**config.mk**
```make
export PLATFORM = sky130hd
export DESIGN_NAME = mc_ctrl
export DESIGN_NICKNAME = d
export VERILOG_FILES = /design/src/rtl/mc_ctrl.sv
export SDC_FILE = /design/constraint.sdc
export NUM_CORES = 1
export LEC_CHECK = 0
export ABC_AREA = 1
export BUFFER_PORTS_ARGS = -buffer_cell sky130_fd_sc_hd__buf_2
export CAP_MARGIN = 30
export CORE_MARGIN = 2
export CORE_UTILIZATION = 30
export CTS_BUF_LIST = sky130_fd_sc_hd__clkbuf_8
export CTS_CLUSTER_DIAMETER = 30
export DETAILED_ROUTE_END_ITERATION = 10
export SLEW_MARGIN = 20
export SYNTH_ARGS = -nofsm -noshare
export SYNTH_HDL_FRONTEND = slang
export SYNTH_SLANG_ARGS = --single-unit
```
**constraint.sdc**
```tcl
create_clock -name clk -period 1 [get_ports clk]
set_input_delay 0.15 -clock clk [delete_from_list [all_inputs] [get_ports clk]]
set_output_delay 0.15 -clock clk [all_outputs]
set_load 0.02 [all_outputs]
```
**src/rtl/mc_ctrl.sv**
```systemverilog
// Multicycle control FSM for a MIPS-subset datapath: sequences fetch, decode and
// per-class execution states and drives ALU, mux selects and write enables.
module mc_ctrl #(
    parameter int ST_W = 4
) (
    input  logic            clk,
    input  logic            rst_n,
    input  logic [5:0]      op,
    input  logic [5:0]      funct,
    input  logic            zero,
    input  logic            overflow,
    output logic [3:0]      alu_op,
    output logic            alu_src_a,
    output logic [1:0]      alu_src_b,
    output logic [1:0]      ext_op,
    output logic            pc_wr,
    output logic [1:0]      pc_src,
    output logic            ir_wr,
    output logic            mem_wr,
    output logic            reg_wr,
    output logic [1:0]      reg_dst,
    output logic [1:0]      wb_src,
    output logic [ST_W-1:0] state
);

    typedef enum logic [ST_W-1:0] {
        FETCH  = ST_W'(0),
        DECODE = ST_W'(1),
        MADR   = ST_W'(2),
        MRD    = ST_W'(3),
        MWR    = ST_W'(4),
        MWB    = ST_W'(5),
        EXE    = ST_W'(6),
        RWB    = ST_W'(7),
        BR     = ST_W'(8),
        JMP    = ST_W'(9)
    } state_e;

    localparam logic [3:0] ALU_ADDU  = 4'd0;
    localparam logic [3:0] ALU_SUBU  = 4'd1;
    localparam logic [3:0] ALU_OR    = 4'd2;
    localparam logic [3:0] ALU_PASSB = 4'd3;
    localparam logic [3:0] ALU_ADD   = 4'd5;
    localparam logic [3:0] ALU_LT    = 4'd6;

    localparam logic [5:0] OP_RTYPE = 6'b000000;
    localparam logic [5:0] OP_LW    = 6'b100011;
    localparam logic [5:0] OP_SW    = 6'b101011;
    localparam logic [5:0] OP_ADDI  = 6'b001000;
    localparam logic [5:0] OP_ADDIU = 6'b001001;
    localparam logic [5:0] OP_ORI   = 6'b001101;
    localparam logic [5:0] OP_LUI   = 6'b001111;
    localparam logic [5:0] OP_BEQ   = 6'b000100;
    localparam logic [5:0] OP_J     = 6'b000010;
    localparam logic [5:0] OP_JAL   = 6'b000011;

    localparam logic [5:0] FN_ADDU  = 6'b100001;
    localparam logic [5:0] FN_SUBU  = 6'b100011;
    localparam logic [5:0] FN_SLT   = 6'b101010;
    localparam logic [5:0] FN_JR    = 6'b001000;

    state_e     state_q, state_d;
    logic       ov_flag_q, ov_flag_d;

    logic [3:0] alu_op_s;
    logic       alu_src_a_s;
    logic [1:0] alu_src_b_s;
    logic [1:0] ext_op_s;
    logic       pc_wr_s;
    logic [1:0] pc_src_s;
    logic       ir_wr_s;
    logic       mem_wr_s;
    logic       reg_wr_s;
    logic [1:0] reg_dst_s;
    logic [1:0] wb_src_s;

    // Next-state and output decode from the current state and instruction fields
    always_comb begin
        alu_op_s    = ALU_ADDU;
        alu_src_a_s = 1'b0;
        alu_src_b_s = 2'd0;
        ext_op_s    = 2'd0;
        pc_wr_s     = 1'b0;
        pc_src_s    = 2'd0;
        ir_wr_s     = 1'b0;
        mem_wr_s    = 1'b0;
        reg_wr_s    = 1'b0;
        reg_dst_s   = 2'd0;
        wb_src_s    = 2'd0;
        state_d     = FETCH;
        ov_flag_d   = ov_flag_q;
        case (state_q)
            FETCH: begin
                ir_wr_s     = 1'b1;
                alu_src_b_s = 2'd1;
                pc_wr_s     = 1'b1;
                ov_flag_d   = 1'b0;
                state_d     = DECODE;
            end
            DECODE: begin
                // Branch target is precomputed here so BR only needs the compare
                alu_src_b_s = 2'd3;
                ext_op_s    = 2'd1;
                case (op)
                    OP_LW, OP_SW:                      state_d = MADR;
                    OP_RTYPE: begin
                        case (funct)
                            FN_ADDU, FN_SUBU, FN_SLT:  state_d = EXE;
                            FN_JR:                     state_d = JMP;
                            default:                   state_d = FETCH;
                        endcase
                    end
                    OP_ADDI, OP_ADDIU, OP_ORI, OP_LUI: state_d = EXE;
                    OP_BEQ:                            state_d = BR;
                    OP_J, OP_JAL:                      state_d = JMP;
                    default:                           state_d = FETCH;
                endcase
            end
            MADR: begin
                alu_src_a_s = 1'b1;
                alu_src_b_s = 2'd2;
                ext_op_s    = 2'd1;
                if (op == OP_LW) begin
                    state_d = MRD;
                end else begin
                    state_d = MWR;
                end
            end
            MRD: state_d = MWB;
            MWR: mem_wr_s = 1'b1;
            MWB: begin
                reg_wr_s = 1'b1;
                wb_src_s = 2'd1;
            end
            EXE: begin
                alu_src_a_s = 1'b1;
                ov_flag_d   = overflow;
                state_d     = RWB;
                case (op)
                    OP_RTYPE: begin
                        case (funct)
                            FN_SUBU: alu_op_s = ALU_SUBU;
                            FN_SLT:  alu_op_s = ALU_LT;
                            default: alu_op_s = ALU_ADDU;
                        endcase
                    end
                    OP_ADDI: begin
                        alu_src_b_s = 2'd2;
                        ext_op_s    = 2'd1;
                        alu_op_s    = ALU_ADD;
                    end
                    OP_ADDIU: begin
                        alu_src_b_s = 2'd2;
                        ext_op_s    = 2'd1;
                    end
                    OP_ORI: begin
                        alu_src_b_s = 2'd2;
                        alu_op_s    = ALU_OR;
                    end
                    OP_LUI: begin
                        alu_src_a_s = 1'b0;
                        alu_src_b_s = 2'd2;
                        ext_op_s    = 2'd2;
                        alu_op_s    = ALU_PASSB;
                    end
                    default: alu_op_s = ALU_ADDU;
                endcase
            end
            RWB: begin
                reg_wr_s  = ~ov_flag_q;
                reg_dst_s = (op == OP_RTYPE) ? 2'd1 : 2'd0;
            end
            BR: begin
                alu_src_a_s = 1'b1;
                alu_op_s    = ALU_SUBU;
                pc_src_s    = 2'd1;
                pc_wr_s     = zero;
            end
            JMP: begin
                pc_wr_s  = 1'b1;
                // Only jr reaches JMP with an R-type opcode
                pc_src_s = (op == OP_RTYPE) ? 2'd3 : 2'd2;
                if (op == OP_JAL) begin
                    reg_wr_s  = 1'b1;
                    reg_dst_s = 2'd2;
                    wb_src_s  = 2'd2;
                end else begin
                    reg_wr_s  = 1'b0;
                end
            end
            default: state_d = FETCH;
        endcase
    end

    // State and overflow-latch registers with synchronous active-low reset
    always_ff @(posedge clk) begin
        if (!rst_n) begin
            state_q   <= FETCH;
            ov_flag_q <= 1'b0;
        end else begin
            state_q   <= state_d;
            ov_flag_q <= ov_flag_d;
        end
    end

    assign alu_op    = alu_op_s;
    assign alu_src_a = alu_src_a_s;
    assign alu_src_b = alu_src_b_s;
    assign ext_op    = ext_op_s;
    assign pc_src    = pc_src_s;
    assign reg_dst   = reg_dst_s;
    assign wb_src    = wb_src_s;
    assign pc_wr     = pc_wr_s  & rst_n;
    assign ir_wr     = ir_wr_s  & rst_n;
    assign mem_wr    = mem_wr_s & rst_n;
    assign reg_wr    = reg_wr_s & rst_n;
    assign state     = state_q;

endmodule

```
==> run metrics <==
initial antenna violation count 0; Total Wirelength 2620 um; crit-path cells inv_2, nor2_4, nand3_4, o211ai_1, buf_4; status finished, violations left; Fin. Hold Viols 0; fill count 172; CTS Buf Count 3; Tcrit/Tclk final 153%; compound-gate portion of the synthesized area 11.9%; EDFF count, synth 0; die width 52.0 um; Hold Crit Start overflow; area taken by multi-input logic gates 733 um^2; Avg WL per Cell 11.8 um; Slew Viols, Final 0; die area 2710 um^2; Max Fclk 0.654 GHz; 1st-pass router iterations 4; synth cell count leaders nor2_1, nand2_1, inv_1; final worst slack -0.529 ns; Starting Density 31.6%; RSZ-0062 raised after global routing true; Vias 1051; maximum clock insertion buffer count 2; diode count 0; #FFs+latches synth 5; Max rail drop VDD 0.697 mV; Arr. time, crit path 1.38 ns; clock-pin slew on the worst setup and hold paths 0.03 ns; vias per cell 4.73; count leader, synth nor2_1; reg2reg setup slack -0.41 ns; P_leak 0.000750 uW; slowest cell on the critical path dfxtp_4; asr flop ratio synth 0%; Crit path max-delay family flip-flops; Synth Net Count 139; I/O pin count 39; core footprint 2190 um^2; H-tree Lvls 1; vias in the first global route 923; post-detail-place hpwl 2040 um; clk_lat worst skew 0.23 ns; Pwr Density 605 nW/um^2; Worst setup SP type flop; # rows 17; failing checks negative setup slack; mux contribution to synthesized area 0%; Netlist cell types 23; largest net degree at the start of global routing 8; Overall Global Routing Usage 20.6%; Post-Route Skew 0.00259 ns; Setup Crit Path Kind reg -> out; Post-Synth XOR/XNOR Area 0%; Max-cap violations 0; CTS Hold Buffers Added 0; Port Buffer Count 37; first-pass GRT wire length 4130 um; P&R area growth vs syn 134%; CTS sink count 5; post-synth top area cell dfxtp_1; Critical Path RT 0.85 ns; Simple-Gate Fraction of Synth Area 58.2%; worst slack at placement -0.362 ns; ANT nets after route 0; # nets final 211; CP Max Fanout 7; Hold/Removal Path Class in -> reg; total gr overflow 0; Die H 52.0 um; Reg area 115 um^2; Main synth FF type dfxtp_1; Critical Path Start state[2]; CP Capture Type output pin; adder-cell share of the synthesized area 0%; Synth top area share 14.5%; CTS tree done; synth warn 0; main combinational cell family by area after synthesis simple AND/OR/NAND/NOR gates; sum of negative setup slack -9.40 ns; WP buf/inv 2; Tmin final 1.53 ns; sequential-to-total area share from yosys stat 14.5%; Initial DRC Count 13; CP max stage delay 0.38 ns; layout cells sized above 1 69.6%; instance count of the mapped netlist 123; Synth area leaders dfxtp_1, nor2_1, nand2_1, inv_1, nand3_1; synthesized area 692 um^2; mean post-synth cell area 5.63 um^2; gpl congestion 0.846; DR DRC count 0; Hold Worst Slack 0.172 ns; root buffer cell clkbuf_8; Setup-failing EPs final 25; RR Startpoint state[2]
-- layout make-up --
type | instances | share of cell area, %
sequential | 5 | 7.12
clock buffer | 3 | 2.55
clock inverter | 1 | 0.232
multi-input combinational | 93 | 45.4
timing repair buffer | 70 | 36.8
inverter | 22 | 5.73
tap | 28 | 2.17
-- worst reg2reg max path: stages (launching register included) --
cell     delay [ns]
dfxtp_4        0.38
inv_2          0.05
nor2_4         0.13
nand3_4        0.19
buf_6          0.18
buf_6          0.11
nand2_2        0.07
a21oi_2        0.04
a21oi_1        0.17
-- flip-flops by register name, indices dropped and copies added, names as in the netlist --
signal and flops:
state 4, ov_flag_q 1
-- worst paths after layout --
path         cells past startpoint   endpoint
max                              5  alu_src_a
min                              3  ov_flag_q
max reg2reg                      8   state[2]
min reg2reg                      2  ov_flag_q
-- cells in the final DEF (no fill, tap or decap) --
master and instances:
a21oi_1 2, a21oi_2 3, a21oi_4 3, a31oi_4 1, buf_2 17, buf_4 23, buf_6 30, clkbuf_8 3
conb_1 1, dfxtp_1 1, dfxtp_4 4, inv_1 13, inv_2 6, inv_4 4, nand2_1 13, nand2_2 7
nand2_4 1, nand3_1 8, nand3_2 4, nand3_4 3, nand4_1 4, nor2_1 14, nor2_2 3, nor2_4 14
nor3_2 1, nor3_4 3, nor4_1 1, nor4_2 1, o211ai_1 1, o21ai_0 1, o21ai_2 3, o21ai_4 1
-- cells by family after synthesis --
group,after synthesis
other,1
flip-flops,5
AND/OR/NAND/NOR,77
buffers and inverters,25
AO/OA/AOI/OAI,15
-- through the flow --
| step | cells | area [um^2] | power (uW) | utilization, % |
|---|---|---|---|---|
| 6_report | 222 | 1620 | 977 | 73.8 |
| 5_1_grt | 222 | 1620 | 1030 | 73.8 |
| 4_1_cts | 221 | 1580 | 969 | 72.2 |
| 3_5_place_dp | 214 | 1290 | 541 | 58.9 |
| 3_3_place_gp | 214 | 1290 | 536 | 58.9 |
| 2_1_floorplan | 123 | 882 | 390 | - |
-- power by group --
part	switching (uW)	internal, uW
clock	113	264
sequential	9.78	199
combinational	212	179
total	335	642
-- routing by layer --
| metal | vias to the layer above | GRT usage (%) | wire, um |
|---|---|---|---|
| li1 | 541 | - | - |
| met1 | 471 | 25.7 | 1160 |
| met2 | 37 | 35.2 | 1320 |
| met3 | 2 | 3.45 | 121 |
| met4 | 0 | 7.46 | 19 |
| met5 | - | 0 | 0 |
-- repair_timing --
action	in CTS	in global routing
setup buffers	5	1
resized for setup	69	7
setup endpoints to repair	26	26
gates cloned	0	0
pin swaps	15	5
Power figures use the tool's default switching activity.
